$ cat config.mk
export PLATFORM = sky130hd
export DESIGN_NAME = seq_alu
export DESIGN_NICKNAME = d
export VERILOG_FILES = /design/src/rtl/seq_alu.sv
export SDC_FILE = /design/constraint.sdc
export NUM_CORES = 1
export LEC_CHECK = 0
export CAP_MARGIN = 20
export CORE_MARGIN = 5
export CORE_UTILIZATION = 60
export DETAILED_ROUTE_END_ITERATION = 7
export PLACE_DENSITY_LB_ADDON = 0.12
export SYNTH_ARGS = -nofsm -noshare
export SYNTH_HDL_FRONTEND = slang
export SYNTH_SLANG_ARGS = --single-unit
$ cat constraint.sdc
create_clock -name clk -period 5.8 [get_ports clk]
set_input_delay 0.58 -clock clk [delete_from_list [all_inputs] [get_ports clk]]
set_output_delay 0.58 -clock clk [all_outputs]
set_load 0.03 [all_outputs]
$ cat src/rtl/seq_alu.sv
// Multi-cycle ALU: single-cycle logic/arith ops, 1-bit/cycle shifts, shift-add MUL and
// restoring DIVU/REMU, behind a start/busy/done handshake.
module seq_alu #(
  parameter int WIDTH   = 32,
  parameter int SHAMT_W = $clog2(WIDTH)
) (
  input  logic             clk,
  input  logic             rst,
  input  logic             start,
  input  logic [3:0]       opcode,
  input  logic [WIDTH-1:0] a,
  input  logic [WIDTH-1:0] b,
  output logic             busy,
  output logic             done,
  output logic [WIDTH-1:0] result,
  output logic             zero,
  output logic             div_by_zero,
  output logic             illegal_op,
  output logic [1:0]       state_dbg
);

  // Handshake: start is accepted only on a rising edge where busy==0; done is high for
  // exactly one cycle and result/flags are valid from that cycle until the next done.

  localparam int CNT_W = $clog2(WIDTH + 1);

  localparam logic [3:0] OP_ADD  = 4'b0000;
  localparam logic [3:0] OP_SUB  = 4'b0001;
  localparam logic [3:0] OP_AND  = 4'b0010;
  localparam logic [3:0] OP_OR   = 4'b0011;
  localparam logic [3:0] OP_XOR  = 4'b0100;
  localparam logic [3:0] OP_LUI  = 4'b0101;
  localparam logic [3:0] OP_SLL  = 4'b0110;
  localparam logic [3:0] OP_SRL  = 4'b0111;
  localparam logic [3:0] OP_SRA  = 4'b1000;
  localparam logic [3:0] OP_MUL  = 4'b1001;
  localparam logic [3:0] OP_DIVU = 4'b1010;
  localparam logic [3:0] OP_REMU = 4'b1011;

  typedef enum logic [1:0] {
    IDLE = 2'd0,
    RUN  = 2'd1,
    DONE = 2'd2
  } state_t;

  state_t             state_q, state_d;
  logic [3:0]         op_q, op_d;
  logic [WIDTH-1:0]   x_q, x_d;     // shift value / multiplicand / dividend->quotient
  logic [WIDTH-1:0]   y_q, y_d;     // multiplier / divisor
  logic [WIDTH-1:0]   acc_q, acc_d; // product accumulator / partial remainder
  logic [CNT_W-1:0]   cnt_q, cnt_d;
  logic [WIDTH-1:0]   result_q, result_d;
  logic               zero_q, zero_d;
  logic               dbz_q, dbz_d;
  logic               ill_q, ill_d;

  logic [WIDTH-1:0]   shift_c;
  logic [WIDTH-1:0]   mul_acc_c;
  logic [WIDTH:0]     div_cat_c;
  logic               div_ge_c;
  logic [WIDTH-1:0]   div_rem_c;
  logic [WIDTH-1:0]   div_quo_c;

  logic               fin_c;
  logic [WIDTH-1:0]   res_c;
  logic               ill_c;
  logic               dbz_c;

  // One iteration of each multi-cycle datapath, driven from the working registers.
  always_comb begin
    shift_c = x_q;
    case (op_q)
      OP_SLL:  shift_c = x_q << 1;
      OP_SRL:  shift_c = x_q >> 1;
      default: shift_c = {x_q[WIDTH-1], x_q[WIDTH-1:1]};
    endcase
    mul_acc_c = acc_q + (y_q[0] ? x_q : '0);
    div_cat_c = {acc_q, x_q[WIDTH-1]};
    div_ge_c  = div_cat_c >= {1'b0, y_q};
    div_rem_c = div_ge_c ? WIDTH'(div_cat_c - {1'b0, y_q}) : div_cat_c[WIDTH-1:0];
    div_quo_c = {x_q[WIDTH-2:0], div_ge_c};
  end

  always_comb begin
    state_d  = state_q;
    op_d     = op_q;
    x_d      = x_q;
    y_d      = y_q;
    acc_d    = acc_q;
    cnt_d    = cnt_q;
    result_d = result_q;
    zero_d   = zero_q;
    dbz_d    = dbz_q;
    ill_d    = ill_q;
    fin_c    = 1'b0;
    res_c    = '0;
    ill_c    = 1'b0;
    dbz_c    = 1'b0;

    case (state_q)
      IDLE: begin
        if (start) begin
          op_d  = opcode;
          x_d   = a;
          y_d   = b;
          acc_d = '0;
          case (opcode)
            OP_ADD: begin fin_c = 1'b1; res_c = a + b; end
            OP_SUB: begin fin_c = 1'b1; res_c = a - b; end
            OP_AND: begin fin_c = 1'b1; res_c = a & b; end
            OP_OR:  begin fin_c = 1'b1; res_c = a | b; end
            OP_XOR: begin fin_c = 1'b1; res_c = a ^ b; end
            OP_LUI: begin fin_c = 1'b1; res_c = a;     end
            OP_SLL, OP_SRL, OP_SRA: begin
              if (b[SHAMT_W-1:0] == '0) begin
                fin_c = 1'b1;
                res_c = a;
              end else begin
                cnt_d   = CNT_W'(b[SHAMT_W-1:0]);
                state_d = RUN;
              end
            end
            OP_MUL, OP_DIVU, OP_REMU: begin
              cnt_d   = CNT_W'(WIDTH);
              state_d = RUN;
            end
            default: begin fin_c = 1'b1; ill_c = 1'b1; end
          endcase
        end
      end
      RUN: begin
        cnt_d = cnt_q - CNT_W'(1);
        case (op_q)
          OP_MUL: begin
            acc_d = mul_acc_c;
            x_d   = x_q << 1;
            y_d   = y_q >> 1;
            res_c = mul_acc_c;
          end
          OP_DIVU, OP_REMU: begin
            acc_d = div_rem_c;
            x_d   = div_quo_c;
            res_c = (op_q == OP_DIVU) ? div_quo_c : div_rem_c;
          end
          default: begin
            x_d   = shift_c;
            res_c = shift_c;
          end
        endcase
        if (cnt_q == CNT_W'(1)) begin
          fin_c = 1'b1;
          dbz_c = ((op_q == OP_DIVU) || (op_q == OP_REMU)) && (y_q == '0);
        end
      end
      DONE: state_d = IDLE;
      default: state_d = IDLE;
    endcase

    if (fin_c) begin
      state_d  = DONE;
      result_d = res_c;
      zero_d   = (res_c == '0);
      dbz_d    = dbz_c;
      ill_d    = ill_c;
    end
  end

  always_ff @(posedge clk or posedge rst) begin
    if (rst) begin
      state_q  <= IDLE;
      op_q     <= '0;
      x_q      <= '0;
      y_q      <= '0;
      acc_q    <= '0;
      cnt_q    <= '0;
      result_q <= '0;
      zero_q   <= 1'b1;
      dbz_q    <= 1'b0;
      ill_q    <= 1'b0;
    end else begin
      state_q  <= state_d;
      op_q     <= op_d;
      x_q      <= x_d;
      y_q      <= y_d;
      acc_q    <= acc_d;
      cnt_q    <= cnt_d;
      result_q <= result_d;
      zero_q   <= zero_d;
      dbz_q    <= dbz_d;
      ill_q    <= ill_d;
    end
  end

  assign busy        = (state_q != IDLE);
  assign done        = (state_q == DONE);
  assign result      = result_q;
  assign zero        = zero_q;
  assign div_by_zero = dbz_q;
  assign illegal_op  = ill_q;
  assign state_dbg   = state_q;

endmodule
==> flow_metrics.tcl, run 1 <==
set metrics [dict create \
    status "complete, no violations" \
    period_share_pct 94.6 \
    rows 60 \
    drt-pass1-iter-count 8 \
    fp.coreArea_um2 26700 \
    synth_cells 2167 \
    dpl.cell_count 2543 \
    synth_simple_gate_area_share_pct 20.8 \
    finalWorstSetupSlack_ns 0.314 \
    die_area_um2 30200 \
    path_buf_inv 3 \
    max_stage_delay_ns 0.59 \
    worst_ep_arrival_time_ns 5.83 \
    tightestPinTransition_ns 1.12 \
    path_clk_slew_ns 0.07 \
    dpl_cell_area_um2 17600 \
    swShare_pct 54.7 \
    ant_nets 0 \
    nNetsFinal 2459 \
    grt.total_usage_pct 39.5 \
    rsz0062_at_grt "no" \
    vias 17812 \
    power_frac_clock_pct 11.8 \
    switching_power_w 0.00563 \
    synthMuxAreaShare_pct 3.19 \
    fillers 2295 \
    synth_top_area_share_pct 22.1 \
    ir_drop_mv 0.257 \
    fin_cells 2576 \
    crit_fanout 5 \
    clk_latency_ns 0.44 \
    synth_top_family_by_area "compound AO/OA/AOI/OAI gates" \
    ys_seq_elements 143 \
    yosysMostFrequentCell "nand2_1" \
    synthArstFlopShare_pct 100 \
    hold_path_class "reg -> reg" \
    synth.avg_cell_area_um2 7.43 \
    port_buffers 109 \
    path_cells "clkdlybuf4s50_1 > inv_1 > nand4_1 > nor4_1 > inv_1 > or4_1 > nor3_1 > nor2_1 > xnor2_1 > ha_1 > nand4_1 > nor4_1 > o211ai_1 > nand2_1 > o21ai_0 > o21ai_1 > nor3_1 > o31ai_1 > xnor2_1 > o211a_1 > a41oi_1 > o32ai_1" \
    synth_fa_ha_area_share_pct 13.0 \
    fin_area_um2 18200 \
    p_per_area_nw_per_um2 565 \
    clockBufferDepth 2 \
    synthesis.area_um2 16100 \
    fmax_ghz 0.182 \
    die_x_um 174 \
    p_int_w 0.00467 \
    insertedDiodeCount 0 \
    cts_made_buffers 17 \
    pre_cts_ws_ns -0.00691 \
    wl_per_cell_um 24.1 \
    cts_tree "built" \
    synth_area_leaders "dfrtp_1 (22%), ha_1 (13%), a21oi_1 (7.1%), nand2_1 (6.0%), o21ai_0 (5.2%)" \
    syn_to_final_growth_pct 13.2 \
    drtIter0Drc 2833 \
    cp-end-kind "flop" \
    slowest_stage "or4_1" \
    synth_top_area_cell "dfrtp_1" \
    ys_top_cells_by_count "nand2_1 (259), a21oi_1 (229), nor2_1 (173), o21ai_0 (167), ha_1 (163)" \
    wl_mm 62.1 \
    power_frac_comb_pct 67.1 \
    finalSetupViolations 0 \
    cts_max_level 4 \
    gp_congestion 1.01 \
    yosysWarnings 0 \
    dp_hpwl_mm 48.3 \
    synth_compound_area_share_pct 28.8 \
    crit_type "in -> reg" \
    period_needed_ns 5.49 \
    cp_top_family "simple AND/OR/NAND/NOR gates" \
    die_h_um 174 \
    synth_cell_types 82 \
    drive_gt1_share_pct 5.95 \
    start_util_pct 60.3 \
    seq_area_frac_synth_pct 22.2 \
    skew_ns 0.0143 \
    grt_overflow 0 \
    post-route-drc-count 0 \
    post_drt_via_cell_ratio 6.91 \
    grt_pass1_vias 16335 \
    ys.flop_type "dfrtp_1" \
    antenna_found_initial 1 \
    finalMaxSlewViolations 0 \
    syn_nets 2404 \
    maxCapViolCount 0 \
    final_hold_viol_count 0 \
    ctsRootBufferMaster "clkbuf_16" \
    io_pins 110 \
    synth-edff-count 0 \
    holdBufCountCts 0 \
    grt_pass1_wl_mm 95.0 \
    power_frac_seq_pct 21.1 \
    slew_headroom_pct 24.9 \
    tns_ns 0 \
    worst_ep_required_time_ns 6.14 \
    p_leak_nw 7.97 \
    cts_num_sinks 143 \
    grt_max_degree 101 \
    synth_xor_area_share_pct 6.09 \
    cp-start-kind "primary input" \
]
==> path summary, 6_finish.rpt <==
| path | cells past startpoint | slack, ns | startpoint | endpoint |
|---|---|---|---|---|
| worst max-delay path | 22 | 0.31 | b[10] | zero |
| worst min-delay path | 2 | 0.50 | zero | zero |
| worst max register to register | 15 | 0.93 | x_q[31] | zero |
| worst min register to register | 2 | 0.50 | zero | zero |
| max in group asynchronous | 3 | 3.78 | rst | x_q[30] |
| min in group asynchronous | 2 | 0.70 | rst | acc_q[5] |
==> placed cells by master, fill, tap and decap left out, types with 6 or more instances in the layout <==
cell and count:
or3_1 7, inv_1 122, xnor2_1 85, and2_1 42, o31ai_1 9, mux2_2 18
dfrtp_1 142, o22ai_1 15, nor2_1 171, o221ai_1 9, a211oi_1 48, nand3_1 58
o211ai_1 16, nor4_1 21, nand2_1 257, and3_1 42, a21oi_1 229, buf_4 49
ha_1 163, o21a_1 17, mux2i_1 31, a21o_1 28, a221oi_1 21, nor3_1 22
clkbuf_16 17, a22oi_1 43, nor2b_1 12, xor2_1 27, a31oi_1 41, a222oi_1 6
clkdlybuf4s50_1 109, nand4_1 27, nand2b_1 18, o21ai_0 167, o21bai_1 13, a22o_1 7
nor3b_1 8
==> worst register-to-register path, delay by kind of cell (launching register included) <==
kind / cells / cell delay (ns)
multiplexers: 1 / 0.56
AO/OA/AOI/OAI: 6 / 1.67
AND/OR/NAND/NOR: 5 / 1.27
buffers and inverters: 2 / 0.41
flip-flops: 1 / 0.61
adder cells (fa/ha/maj): 1 / 0.27
==> routing by layer <==
metal | up-vias | share of wire [%] | global-route usage, %
li1 | 7992 | - | -
met1 | 8341 | 41 | 57.0
met2 | 1313 | 41 | 57.5
met3 | 164 | 14 | 10.9
met4 | 2 | 3.6 | 12.4
met5 | - | 0.021 | 0
==> timing repair <==
item / CTS / global route
setup endpoints to repair: 0 / 1
buffers inserted: 0 / 0
resized for setup: 0 / 2
==> flip-flops by register name, summed over array words and instances (netlist names) <==
signal,flops
illegal_op,1
state_dbg,2
result,32
acc_q,32
div_by_zero,1
op_q,4
x_q,32
zero,1
cnt_q,6
y_q,32
==> final cells by class <==
cell class,instances,area (µm²),share of cell area (%)
inverter,123,467,2.56
sequential,143,3580,19.6
tap,341,427,2.34
multi-input combinational,1777,11600,63.8
timing repair buffer,160,1480,8.14
clock inverter,15,209,1.15
clock buffer,17,425,2.33
==> through the flow <==
stage               hold slack [ns]  util [%]  power, W
CTS                           0.492      68.1   0.00995
detailed placement            0.481      65.8   0.00869
finish                        0.495      68.2    0.0103
global route                  0.531      68.2    0.0108
floorplan                     0.503         -   0.00649
global placement              0.477      65.7   0.00855
==> power by group through the flow <==
stage / Sequential (W) / Combinational (W) / Clock, W
3_5_place_dp: 0.00213 / 0.00656 / 0
5_1_grt: 0.00220 / 0.00735 / 0.00126
6_report: 0.00217 / 0.00691 / 0.00122
2_1_floorplan: 0.00208 / 0.00442 / 0
3_3_place_gp: 0.00211 / 0.00644 / 0
4_1_cts: 0.00211 / 0.00663 / 0.00120
==> cell families (layout without fill, tap and decap cells) <==
logic type,count (synthesis),after routing
DFF,143,143
AOI/OAI and AO/OA,734,734
muxes,49,49
adders and majority gates,166,166
buffers and inverters,247,315
xor gates and xnor gates,112,112
and+or+nand+nor,716,716
Note: power is estimated with default switching activity, not from simulation.
==> run 2: changes to the inputs <==
TNS_END_PERCENT = 5   (was unset)
==> results of run 2 <==
Same layout as run 1: the final DEF is identical, and so are final timing and power.
